==> src/rtl/pool1.sv <==
// 2x2 stride-2 max-pooling stage for the packed multi-channel convolution stream.
// Horizontal pairs meet in h_q; even-row pair maxima wait in a half-width line buffer.
module pool1 #(
    parameter int CH   = 6,
    parameter int DW   = 32,
    parameter int IN_W = 24,
    parameter int IN_H = 24
) (
    input  logic              clk,
    input  logic              rst_n,
    input  logic [CH*DW-1:0]  cnn_data_in,
    input  logic              cnn_data_in_valid,
    output logic [CH*DW-1:0]  cnn_data_out,
    output logic              cnn_data_out_valid,
    output logic              cnn_frame_last
);

    localparam int BW = CH * DW;
    localparam int CW = $clog2(IN_W);
    localparam int RW = $clog2(IN_H);

    logic [CW-1:0] col_q, col_d;
    logic [RW-1:0] row_q, row_d;
    logic [BW-1:0] h_q;
    logic [BW-1:0] out_q;
    logic          valid_q;
    logic          last_q;
    logic [BW-1:0] lbuf [IN_W/2];
    logic [BW-1:0] lbuf_rd;
    logic [BW-1:0] hmax;
    logic [BW-1:0] vmax;
    logic          col_end;
    logic          row_end;

    assign col_end = (col_q == CW'(IN_W - 1));
    assign row_end = (row_q == RW'(IN_H - 1));
    assign lbuf_rd = lbuf[col_q[CW-1:1]];

    always_comb begin
        col_d = col_q;
        row_d = row_q;
        if (cnn_data_in_valid) begin
            if (col_end) begin
                col_d = '0;
                row_d = row_end ? '0 : row_q + 1'b1;
            end else begin
                col_d = col_q + 1'b1;
            end
        end
    end

    // Per-channel unsigned max; ties pick either operand, which are equal anyway.
    always_comb begin
        hmax = '0;
        vmax = '0;
        for (int c = 0; c < CH; c++) begin
            hmax[c*DW +: DW] = (h_q[c*DW +: DW] >= cnn_data_in[c*DW +: DW]) ?
                               h_q[c*DW +: DW] : cnn_data_in[c*DW +: DW];
            vmax[c*DW +: DW] = (lbuf_rd[c*DW +: DW] >= hmax[c*DW +: DW]) ?
                               lbuf_rd[c*DW +: DW] : hmax[c*DW +: DW];
        end
    end

    always_ff @(posedge clk or negedge rst_n) begin
        if (!rst_n) begin
            col_q   <= '0;
            row_q   <= '0;
            h_q     <= '0;
            out_q   <= '0;
            valid_q <= 1'b0;
            last_q  <= 1'b0;
        end else begin
            valid_q <= 1'b0;
            last_q  <= 1'b0;
            col_q   <= col_d;
            row_q   <= row_d;
            if (cnn_data_in_valid) begin
                if (!col_q[0]) begin
                    h_q <= cnn_data_in;
                end else if (row_q[0]) begin
                    out_q   <= vmax;
                    valid_q <= 1'b1;
                    last_q  <= row_end && col_end;
                end
            end
        end
    end

    // Not reset: every entry is written on an even row before the odd row reads it.
    always_ff @(posedge clk) begin
        if (cnn_data_in_valid && col_q[0] && !row_q[0]) begin
            lbuf[col_q[CW-1:1]] <= hmax;
        end
    end

    assign cnn_data_out       = out_q;
    assign cnn_data_out_valid = valid_q;
    assign cnn_frame_last     = last_q;

endmodule

==> config.mk <==
export PLATFORM = sky130hd
export DESIGN_NAME = pool1
export DESIGN_NICKNAME = d
export VERILOG_FILES = /design/src/rtl/pool1.sv
export SDC_FILE = /design/constraint.sdc
export NUM_CORES = 2
export LEC_CHECK = 0
export CAP_MARGIN = 10
export CORE_MARGIN = 2
export CORE_UTILIZATION = 55
export DETAILED_ROUTE_END_ITERATION = 6
export PLACE_DENSITY = 0.82
export SYNTH_ARGS = -nofsm -noshare
export SYNTH_HDL_FRONTEND = slang
export SYNTH_SLANG_ARGS = --single-unit
export TNS_END_PERCENT = 1
==> constraint.sdc <==
create_clock -name clk -period 14.6 [get_ports clk]
set_input_delay 2.19 -clock clk [delete_from_list [all_inputs] [get_ports clk]]
set_output_delay 2.19 -clock clk [all_outputs]
set_load 0.02 [all_outputs]
* Word level (Yosys, flattened, before mapping)
Memories as Yosys holds them, arrays and structs flattened. Index checks and enable logic that the tools add are counted.
Operators by class: add/subtract/negate cells 2, multipliers 0, divide/modulo/power cells 0, $lt $le $gt $ge 12, equal/unequal tests 2, shift-type cells 0, muxes and demuxes 22, bitwise logic cells 1, reduce and logical (&&, ||, !) cells 7
Operators with widths (count):
- $ge A32 B32 Y1 | 12
- $mux W32 | 12
- $add A5 B1 Y5 const B | 2
- $eq A5 B5 Y1 const B | 2
- $mux W5 | 2
- $mux W1 | 8
- $reduce_and A2 Y1 | 2
- $logic_and A1 B1 Y1 | 3
- $reduce_and A3 Y1 | 1
- $logic_not A1 Y1 | 1
- $not A1 Y1 | 1
Word-level totals: register bits 396, latch bits 0, memory bits (writable) 2304, memory bits (read-only) 0, input bits 195, output and inout bits 194, word-level logic and storage cells 53, memories 1
Memories:
- lbuf | depth 12, bits a word 192, rd ports 1, clocked after memory_dff 0, write ports 1, RTL line 28 | logic [BW-1:0] lbuf [IN_W/2];

* Depth between registers and ports, before layout
depth in word-level cells 5, gate-level depth with buffers 21

* Least setup slack after synthesis
No wires, ideal clock.
path kind input to register, start point input port cnn_data_in_valid, end point memory lbuf[0][0] (netlist name) (enable), library setup time 979 ps, data arrival time 15910 ps, slack -2289 ps, stages 4, path through clkbuf_1 > nand2_1 > or4_1 > nor3_1
Between the ends: cells in the longest elaborated chain, start to end 4
Ends and longest elaborated chain:
- start: declaration | RTL line 12 | input logic cnn_data_in_valid,
- $logic_and A1 B1 Y1 (2 in a row) | RTL line 91 | if (cnn_data_in_valid && col_q[0] && !row_q[0]) begin
- $mux W1 | RTL line 91
- $mux W1 (implied by the code) | RTL line 92 | lbuf[col_q[CW-1:1]] <= hmax;
- end: declaration | RTL line 28
No other way between the ends.

* Final worst setup path
start point input port cnn_data_in[128], end point register out_q[145] (netlist: cnn_data_out[145])
Between the ends: cells in the longest elaborated chain, start to end 4
Ends and longest elaborated chain:
- start: declaration | RTL line 11 | input logic [CH*DW-1:0] cnn_data_in,
- $ge A32 B32 Y1 | RTL line 57 | hmax[c*DW +: DW] = (h_q[c*DW +: DW] >= cnn_data_in[c*DW +: DW]) ?
- $mux W32 * | RTL line 57
- named net hmax[128] | RTL line 30 | logic [BW-1:0] hmax;
- $ge A32 B32 Y1 * | RTL line 59 | vmax[c*DW +: DW] = (lbuf_rd[c*DW +: DW] >= hmax[c*DW +: DW]) ?
- $mux W32 * | RTL line 59
- end signal: assignment | RTL line 81 | out_q <= vmax;
- end: declaration | RTL line 25 | logic [BW-1:0] out_q;
Mark *: on every way through the listed nets, which the timed path passes. The rest lies on a longest branch. A chain may end at the register's enable or synchronous reset.

==> impl_metrics.py <==
metrics = {
    "run_status": {
        "status": "completed",
    },
    "routing": {
        "dr.pass1.iters": 6,
        "antenna_left": 0,
        "avgRoutedWirePerCell_um": 27.4,
        "drtIter0Drc": 7391,
        "via_per_inst": 6.37,
        "drcViolationCount": 0,
        "wl_mm": 284,
        "vias": 66100,
    },
    "global_route": {
        "antenna_found_initial": 14,
        "track_usage_pct": 26.4,
        "grt_overflow_total": 0,
        "grt_pass1_wl_mm": 428,
        "grt_pass1_vias": 67500,
        "grt_max_degree": 145,
    },
    "placed_design": {
        "port_buffers": 388,
        "gp_congestion": 0.853,
        "place_area_um2": 123000,
        "hpwl_mm": 159,
        "place_ws_ns": 6.07,
    },
    "clock_tree": {
        "h-tree-depth": 5,
        "clockBufferDepth": 4,
        "cts-root-buf": "clkbuf_16",
        "hold_buffers": 0,
        "cts.sink_count": 2700,
        "cts_tree": "built",
        "cts_made_buffers": 295,
        "clk_pin_slew_worst_paths_ns": 0.06,
        "post_cts_buffers": 0,
        "clk_latency_ns": 0.93,
        "post_cts_resize_count": 0,
    },
    "finish": {
        "utilization_pct": 63.0,
        "layout_commonest_cell": "edfxtp_1",
        "synthToLayoutAreaGrowth_pct": 14.0,
        "layout_common_cells": "2304 x edfxtp_1, 643 x nand2_1, 576 x mux4_2",
        "stdcell_area_um2": 132000,
        "final_layout_size_suffix_gt1_share_pct": 16.4,
        "seq_area_um2": 79100,
        "fin_nets": 7935,
        "multi_input_area_um2": 33600,
        "nFillCells": 14000,
    },
    "synth": {
        "ys_ff_latch": 2700,
        "yosysWarnings": 0,
        "synth_cells": 6943,
        "synthesis.area_um2": 116000,
        "async_flop_share_pct": 14.7,
        "ys_seq_area_share_pct": 68.3,
        "syn_nets": 7524,
        "ys.flop_type": "edfxtp_1",
        "postSynthAreaPerCell_um2": 16.7,
        "yosysUniqueCellTypes": 74,
        "synth_edf_count": 2304,
    },
    "timing": {
        "whs_ns": 0.506,
        "finalMaxSlewViolations": 0,
        "rsz0062_at_grt": "false",
        "worst_slack_ns": 6.96,
        "finalSetupViolations": 0,
        "timing_hold_violations_final": 0,
        "fmax_ghz": 0.131,
        "tightest_slew_ns": 1.19,
        "post-route-min-period_ns": 7.64,
        "min_period_over_period_pct": 52.3,
        "finalClockSkew_ns": 0.0732,
        "max_slew_margin_pct": 20.4,
    },
    "power_and_ir_drop": {
        "irDropWorstVdd_mv": 0.181,
        "powerDensity_nw_per_um2": 194,
        "cellLeakagePower_nw": 47.0,
        "p_total_mw": 25.6,
    },
    "die": {
        "ios": 389,
        "coreArea_um2": 209000,
        "die_w_um": 463,
        "start_util_pct": 55.3,
        "die_area_um2": 214000,
        "fp-row-count": 168,
        "die_y_um": 463,
    },
    "critical_path": {
        "cp-end-kind": "flip-flop",
        "critPathBufInv": 1,
        "cp_cell_sequence": "clkdlybuf4s50_1, ha_1, nand2b_1, a2111oi_0, or4_1, a41oi_1, nor2_4, mux2_1, ha_1, nand2b_1, a2111oi_0, o31ai_1, a211o_1, a211oi_2, nand2_1, o211ai_1",
        "crit_fanout": 31,
        "critPathRequiredTime_ns": 15.40,
        "critPathSlowestCell": "nor2_4",
        "arrival_ns": 8.44,
        "critPathKind": "in -> reg",
        "critPathLaunchType": "input pin",
        "max_stage_delay_ns": 0.99,
        "critical_path.top_delay_family": "compound AO/OA/AOI/OAI gates",
    },
    "run": {
        "maxCapViolCount": 0,
    },
    "worst_hold_path": {
        "hp-class": "reg -> reg",
    },
}
-- per-layer routing --
metal,global-route usage (%),up-vias,wire length [um],share of wire (%)
li1,-,28000,-,-
met1,36.3,33800,108000,38
met2,42.2,3646,138000,48
met3,4.51,646,26500,9.3
met4,11.2,4,12300,4.3
met5,0,-,23,0.0081
-- flip-flops by register name, indices dropped and copies added (netlist names) --
signal,count
lbuf,2304
cnn_data_out,192
h_q,192
col_q,5
row_q,5
cnn_data_out_valid,1
cnn_frame_last,1
-- synthesized netlist by cell type, drive strengths merged, types with 3 or more instances --
cell type / n / area, um^2
a221o: 5 / 50.1
o221ai: 3 / 26.3
a2bb2oi: 30 / 263
or3b: 31 / 272
mux4: 576 / 13000
clkbuf: 213 / 803
o211ai: 195 / 1620
a311o: 31 / 310
nor3: 25 / 130
a31o: 4 / 35.0
mux2: 46 / 518
a211oi: 12 / 95.1
o31ai: 12 / 95.1
dfrtp: 396 / 9910
inv: 387 / 1450
ha: 386 / 4830
a211o: 3 / 26.3
a41oi: 34 / 298
or2: 4 / 25.0
clkinv: 7 / 26.3
nor2: 88 / 333
buf: 159 / 938
edfxtp: 2304 / 69200
a21o: 69 / 518
a2111oi: 7 / 61.3
nand3: 87 / 435
and4: 14 / 123
or3: 4 / 25.0
nor3b: 35 / 263
a21oi: 136 / 684
nor2b: 5 / 31.3
o21a: 10 / 75.1
a221oi: 16 / 140
nand3b: 4 / 30.0
and2: 63 / 394
nand2: 643 / 2410
nand2b: 11 / 68.8
nand4: 45 / 282
o21ai: 476 / 2380
nor4: 6 / 43.8
mux2i: 340 / 3400
-- worst register-to-register path: stages, from the launching register on --
cell      delay, ns
dfrtp_4        1.01
buf_4          0.88
buf_4          0.98
buf_4          0.79
mux4_2         0.62
mux2i_1        0.13
o21ai_0        0.13
ha_1           0.41
nand4_1        0.15
nor4_2         0.40
nand4_1        0.16
o31ai_1        0.32
nor3_2         0.10
nand2_1        0.41
buf_4          0.38
o211ai_1       0.15
-- final cells by class --
type,instances,share of cell area [%]
antenna,5,0.00948
sequential,2700,60.0
clock inverter,153,1.12
timing repair buffer,486,3.65
tap,2805,2.66
multi-input combinational,3477,25.5
clock buffer,359,5.96
inverter,394,1.13
-- where the power goes --
group	internal (mW)	total, mW	switching, mW
sequential	9.48	9.94	0.460
combinational	3.46	8.45	4.99
clock	4.30	7.25	2.95
-- final timing paths --
kind	start	to	slack, ns	cells after the start
min reg2reg	cnn_data_out[105]	cnn_data_out[105]	0.51	2
min	cnn_data_out[105]	cnn_data_out[105]	0.51	2
max in group asynchronous	rst_n	h_q[98]	10.85	3
min in group asynchronous	rst_n	h_q[87]	1.25	1
max	cnn_data_in[128]	cnn_data_out[145]	6.96	16
max reg2reg	col_q[1]	cnn_data_out[21]	7.48	15
-- logic make-up (layout without fill, tap and decap cells) --
group | Yosys count | after routing | synth area share [%]
AOI/OAI and AO/OA | 1056 | 1056 | 5.86
xor gates and xnor gates | 2 | 2 | 0.0151
adders and majority gates | 386 | 386 | 4.17
buffers and inverters | 766 | 1392 | 2.78
DFF | 2700 | 2700 | 68.3
muxes | 962 | 962 | 14.6
other | 0 | 5 | 0
and+or+nand+nor | 1071 | 1071 | 4.25
-- stage by stage --
step	setup TNS (ns)	std cells
after floorplan	-1222.43	6943
after global placement	0	9862
after detailed placement	0	9862
after CTS	0	10400
after global routing	0	10400
final	0	10400
Power figures use the tool's default switching activity.
